**src/rtl/hazard_ctrl_pkg.sv**
```systemverilog
// Shared encodings for the pipeline hazard controller: FSM state codes and the x0 register index.
package hazard_ctrl_pkg;
  localparam logic [1:0] ST_RUN      = 2'd0;
  localparam logic [1:0] ST_MEM_WAIT = 2'd1;
  localparam logic [1:0] ST_ERROR    = 2'd2;

  localparam logic [4:0] REG_X0 = 5'd0;
endpackage

```
**src/rtl/hazard_sat_counter.sv**
```systemverilog
// Saturating event counter: counts up on inc_i, holds at all-ones, synchronous clear.
module hazard_sat_counter #(
  parameter int CNT_W = 32
) (
  input  logic             CLK,
  input  logic             clear_i,
  input  logic             inc_i,
  output logic [CNT_W-1:0] count_o
);
  logic [CNT_W-1:0] count_q;

  always_ff @(posedge CLK) begin
    if (clear_i) begin
      count_q <= '0;
    end else if (inc_i && (count_q != {CNT_W{1'b1}})) begin
      count_q <= count_q + CNT_W'(1);
    end
  end

  assign count_o = count_q;
endmodule

```
**src/rtl/pipeline_hazard_ctrl.sv**
```systemverilog
// Stall/flush sequencer for the 5-stage pipeline: memory wait/timeout, load-use bubbles, branch flushes.
// Optional performance counters are enabled by defining HAZARD_PERF_EN.
module pipeline_hazard_ctrl
  import hazard_ctrl_pkg::*;
#(
  parameter int MEM_TIMEOUT = 16,
  parameter int CNT_W       = 32
) (
  input  logic             CLK,
  input  logic             Reset,
  input  logic             IDEX_MemRead,
  input  logic [4:0]       IDEX_Rd,
  input  logic [4:0]       IFID_Rs1,
  input  logic [4:0]       IFID_Rs2,
  input  logic             EX_BranchTaken,
  input  logic             EXMEM_MemAccess,
  input  logic             DMEM_Ack,
  output logic             DMEM_Req,
  output logic             PC_En,
  output logic             IFID_En,
  output logic             IDEX_En,
  output logic             EXMEM_En,
  output logic             MEMWB_En,
  output logic             IFID_Flush,
  output logic             IDEX_Flush,
  output logic             MEMWB_Bubble,
`ifdef HAZARD_PERF_EN
  output logic [CNT_W-1:0] Perf_StallCycles,
  output logic [CNT_W-1:0] Perf_LoadUse,
  output logic [CNT_W-1:0] Perf_Flushes,
`endif
  output logic             Mem_Error
);
  localparam int WC_W = $clog2(MEM_TIMEOUT + 1);

  logic [1:0]      state_q, state_d;
  logic [WC_W-1:0] wait_cnt_q, wait_cnt_d;
  logic            mem_stall;
  logic            load_use;
  logic            active;

  assign load_use = IDEX_MemRead && (IDEX_Rd != REG_X0) &&
                    ((IDEX_Rd == IFID_Rs1) || (IDEX_Rd == IFID_Rs2));
  assign active   = !Reset && (state_q != ST_ERROR);

  always_comb begin
    DMEM_Req     = 1'b0;
    Mem_Error    = 1'b0;
    mem_stall    = 1'b0;
    PC_En        = 1'b0;
    IFID_En      = 1'b0;
    IDEX_En      = 1'b0;
    EXMEM_En     = 1'b0;
    MEMWB_En     = 1'b0;
    IFID_Flush   = 1'b0;
    IDEX_Flush   = 1'b0;
    MEMWB_Bubble = 1'b0;
    if (!Reset) begin
      case (state_q)
        ST_RUN: begin
          DMEM_Req  = EXMEM_MemAccess;
          mem_stall = EXMEM_MemAccess && !DMEM_Ack;
        end
        ST_MEM_WAIT: begin
          DMEM_Req  = 1'b1;
          mem_stall = !DMEM_Ack;
        end
        ST_ERROR: Mem_Error = 1'b1;
        default: ;
      endcase
    end
    // Stall wins over everything; branch/load-use stay frozen upstream until release.
    if (active) begin
      if (mem_stall) begin
        MEMWB_En     = 1'b1;
        MEMWB_Bubble = 1'b1;
      end else if (EX_BranchTaken) begin
        {PC_En, IFID_En, IDEX_En, EXMEM_En, MEMWB_En} = 5'b11111;
        IFID_Flush = 1'b1;
        IDEX_Flush = 1'b1;
      end else if (load_use) begin
        {IDEX_En, EXMEM_En, MEMWB_En} = 3'b111;
        IDEX_Flush = 1'b1;
      end else begin
        {PC_En, IFID_En, IDEX_En, EXMEM_En, MEMWB_En} = 5'b11111;
      end
    end
  end

  always_comb begin
    state_d    = state_q;
    wait_cnt_d = wait_cnt_q;
    case (state_q)
      ST_RUN: begin
        if (mem_stall) begin
          state_d    = ST_MEM_WAIT;
          wait_cnt_d = WC_W'(1);
        end
      end
      ST_MEM_WAIT: begin
        if (DMEM_Ack) begin
          state_d    = ST_RUN;
          wait_cnt_d = '0;
        end else if (wait_cnt_q == WC_W'(MEM_TIMEOUT)) begin
          state_d = ST_ERROR;
        end else begin
          wait_cnt_d = wait_cnt_q + WC_W'(1);
        end
      end
      ST_ERROR: state_d = ST_ERROR;
      default: begin
        state_d    = ST_RUN;
        wait_cnt_d = '0;
      end
    endcase
  end

  always_ff @(posedge CLK) begin
    if (Reset) begin
      state_q    <= ST_RUN;
      wait_cnt_q <= '0;
    end else begin
      state_q    <= state_d;
      wait_cnt_q <= wait_cnt_d;
    end
  end

`ifdef HAZARD_PERF_EN
  hazard_sat_counter #(.CNT_W(CNT_W)) u_cnt_stall (
    .CLK     (CLK),
    .clear_i (Reset),
    .inc_i   (active && mem_stall),
    .count_o (Perf_StallCycles)
  );

  hazard_sat_counter #(.CNT_W(CNT_W)) u_cnt_load_use (
    .CLK     (CLK),
    .clear_i (Reset),
    .inc_i   (active && !mem_stall && !EX_BranchTaken && load_use),
    .count_o (Perf_LoadUse)
  );

  hazard_sat_counter #(.CNT_W(CNT_W)) u_cnt_flush (
    .CLK     (CLK),
    .clear_i (Reset),
    .inc_i   (active && !mem_stall && EX_BranchTaken),
    .count_o (Perf_Flushes)
  );
`endif
endmodule

```
**config.mk**
```make
export PLATFORM = sky130hd
export DESIGN_NAME = pipeline_hazard_ctrl
export DESIGN_NICKNAME = d
export VERILOG_FILES = /design/src/rtl/hazard_ctrl_pkg.sv /design/src/rtl/hazard_sat_counter.sv /design/src/rtl/pipeline_hazard_ctrl.sv
export SDC_FILE = /design/constraint.sdc
export NUM_CORES = 1
export LEC_CHECK = 0
export CORE_UTILIZATION = 30
export CTS_CLUSTER_SIZE = 8
export DETAILED_ROUTE_END_ITERATION = 8
export GPL_ROUTABILITY_DRIVEN = 0
export PLACE_DENSITY = 0.6
export SETUP_SLACK_MARGIN = 0.1
export SYNTH_ARGS = -nofsm -noshare
export SYNTH_HDL_FRONTEND = slang
export SYNTH_SLANG_ARGS = --single-unit
```
**constraint.sdc**
```tcl
create_clock -name CLK -period 2.2 [get_ports CLK]
set_input_delay 0.33 -clock CLK [delete_from_list [all_inputs] [get_ports CLK]]
set_output_delay 0.33 -clock CLK [all_outputs]
set_load 0.1 [all_outputs]
```
==> results.txt <==
----------------------------------------------------
[Worst setup path]
  Startpoint kind of the worst setup timing path ... primary input
  Critical Path Fanout Max ... 4
  Crit path required time ... about 1900 ps
  Kind of end point of the critical path ... output port
  Arrival @ worst endpoint ... 1690 ps
  Setup CP Type ... primary input to output port

[STA]
  Final Hold Viols ... 0
  Final worst path period need ... about 2000 ps
  Slew Viols, Final ... 0
  Actual slew at the worst max-slew pin ... about 440 ps
  Highest Clock Rate ... approximately 500 MHz
  Period utilisation layout ... 91.8%
  Relative slew slack ... 70.9%
  Unrepaired setup endpoints after global routing ... no
  Clock skew after layout ... around 0.57 ps
  Count of endpoints failing setup in the final report ... 0
  Min Hold Slack ... between 500 and 600 ps

[Run]
  Max-cap viol count ... 0

[Floorplanning]
  Std-Cell Core Area ... between 0.0015 and 0.002 sq mm
  Die height ... 47.3 um
  IO Count ... 31
  Die ar. ... between 0.002 and 0.0025 sq mm
  Die W ... approximately 47 um
  Row Count ... 16
  Effective utilization at floorplan ... a little under a third

[CTS]
  Clock input transition at the sequential cells of the worst setup and hold paths ... 60 ps
  Max clock buf depth ... 2
  Total number of H-tree levels ... 1
  Worst skew pair latency ... around 250 ps
  CTS Root Buffer Type ... clkbuf_4
  Number of buffers created by CTS ... 3
  Number of sinks on the clock net ... 7
  Number of post-CTS setup repair buffers ... 0
  Clock tree from TritonCTS ... built

[Yosys]
  Seq cells post-synth ... 7
  Synthesis warning total ... 0
  Dominant cell by count in the synthesized netlist ... xor2_1
  Cell types occupying the most area after synthesis ... dfxtp_1, xor2_1, nor2_1, nor3_1, ha_1
  Most frequently used flop master after synthesis ... dfxtp_1
  Share of the synthesized area in the top cell type ... a little under a quarter
  Cell type with the highest aggregate area in the netlist ... dfxtp_1
  Count of flip-flops with a built-in enable after synthesis ... 0
  Post-synth ARST share ... 0%
  Portion of the post-synthesis area used by sequential elements ... 22.8%
  Post-synthesis average cell area ... ~8.0 sq um
  Nets in the synthesized netlist ... 100
  Top cell types by occurrence after synthesis ... xor2_1, nor2_1, dfxtp_1, nor3_1
  Number of different library cells in the post-synthesis netlist ... 30
  Synthesized instance count ... between 70 and 80
  Post-synthesis instance area ... around 610 sq um

[Power]
  Total power ... 498 uW
  Switching Share ... between 30 and 40%
  Internal power ... between 300 and 400 uW
  Clock Power Share ... about 25%
  Maximum VDD drop ... roughly 0.00027 V
  Leakage power ... between 0.0004 and 0.0005 uW
  Relative contribution of combinational cells to total power ... 48.4%
  Power per cell area ... approximately 430 mW/mm^2
  Power spent charging and discharging nets ... between 150 and 200 uW
  Sequential fraction of design power ... 26.8%

[Hold path]
  Class of the most critical hold timing path ... flip-flop to flip-flop

[Placement]
  Count of input and output buffers ... 30
  Half-perimeter wire length after placement ... between 1000 and 1500 um
  Inst Count DP ... 137
  Area after DPL ... around 0.0011 sq mm

[Routing]
  Remaining design rule violation count ... 1
  Drt pass-1 iters ... 6
  Sum of routed wire length over all layers ... 1630 um
  Total vias in the final route ... about 690
  Detailed Route Iter0 Violations ... 6
  Via density ... 4.91
  Detailed-route wire length per cell ... roughly 12 um
  Antenna Nets Post-Route ... 0

[Layout]
  Area added between synthesis and finish ... 86.6%
  Final non-filler cell area ... 0.00115 sq mm
  Antenna diode count ... 0
  Nets ... about 140
  Number of cells in the finished layout apart from fillers ... between 100 and 150
  Fraction of the core area covered by cells at the end of the flow ... approximately three fifths
  Fraction of final layout cells sized beyond drive strength 1 ... 29.8%

[Global route]
  First-pass GRT wire length ... ~2400 um
  Number of global-route vias before repair ... 617
  Total Routing Usage GR ... roughly 15%
  Number of antenna violations at the first check in global routing ... 0
  Pin count of the biggest net entering global routing ... 12
  Total global routing overflow ... 0

[Run status]
  Status ... complete, but fails checks
  Violated checks ... DRC

----------------------------------------------------
[sequential cells by signal, summed over array words and instances (netlist names)]
register,cells
state_q,2
wait_cnt_q,5
[critical path, stage by stage]
cell and delay, ps:
clkdlybuf4s50_1 410, nor2_1 250, o211a_4 220, o211ai_1 130, o21bai_4 160, buf_12 190
[cells in the final DEF, fill, tap and decap left out, types with 2 or more instances in the layout]
cell,instances
and2_1,2
nor3_1,2
dfxtp_1,7
clkdlybuf4s50_1,14
clkbuf_4,3
xor2_1,10
buf_4,7
nor2_1,8
dlygate4sd2_1,6
ha_1,2
nand3_1,4
inv_1,3
a31oi_1,2
a21oi_1,4
buf_12,10
nand4_1,2
nor3_2,4
nor3b_1,2
nand4b_1,2
[logic make-up after synthesis]
| kind of cell | share of synthesized area (%) |
|---|---|
| buffers and inverters | 5.91 |
| AND/OR/NAND/NOR | 32.6 |
| XOR/XNOR | 14.3 |
| flip-flops | 22.8 |
| AO/OA/AOI/OAI | 18.5 |
| multiplexers | 1.83 |
| adder cells (fa/ha/maj) | 4.07 |
[stage by stage]
| stage | setup WS, ps | setup TNS [ps] |
|---|---|---|
| 2_1_floorplan | 49.1 | 0 |
| 3_3_place_gp | -44.1 | -99.5 |
| 3_5_place_dp | -59.5 | -136 |
| 4_1_cts | 138 | 0 |
| 5_1_grt | 119 | 0 |
| 6_report | 181 | 0 |
[final timing paths]
kind	slack [ps]	cells after the start	startpoint	to
min	510	2	wait_cnt_q[3]	wait_cnt_q[3]
max reg2reg	670	6	wait_cnt_q[0]	wait_cnt_q[1]
min reg2reg	510	2	wait_cnt_q[3]	wait_cnt_q[3]
max	180	6	EXMEM_MemAccess	IDEX_Flush
[layer usage]
layer,vias up,wire (um),GRT usage [%],share of wire [%]
met1,312,618,15.5,38
li1,351,-,-,-
met3,0,164,6.92,10
met2,30,842,27.4,52
met5,-,0,0,0
met4,0,0,3.43,0
[power by group through the flow]
stage	Clock, uW	Combinational [uW]	Sequential [uW]
after floorplan	0	135	135
after global placement	0	239	136
after detailed placement	0	241	136
after CTS	124	242	134
after global routing	131	252	134
final	124	241	134
[layout make-up]
type,count,area [sq um]
clock buffer,4,26.3
inverter,3,11.3
tap,27,33.8
multi-input combinational,63,489
fill,179,796
sequential,7,140
timing repair buffer,37,445
[what timing repair did]
action                                  CTS  global route
resized for setup                        10             1
hold buffers                              0             0
pin swaps                                 5             0
endpoints found under the setup margin    3             3
Power figures use the tool's default switching activity.
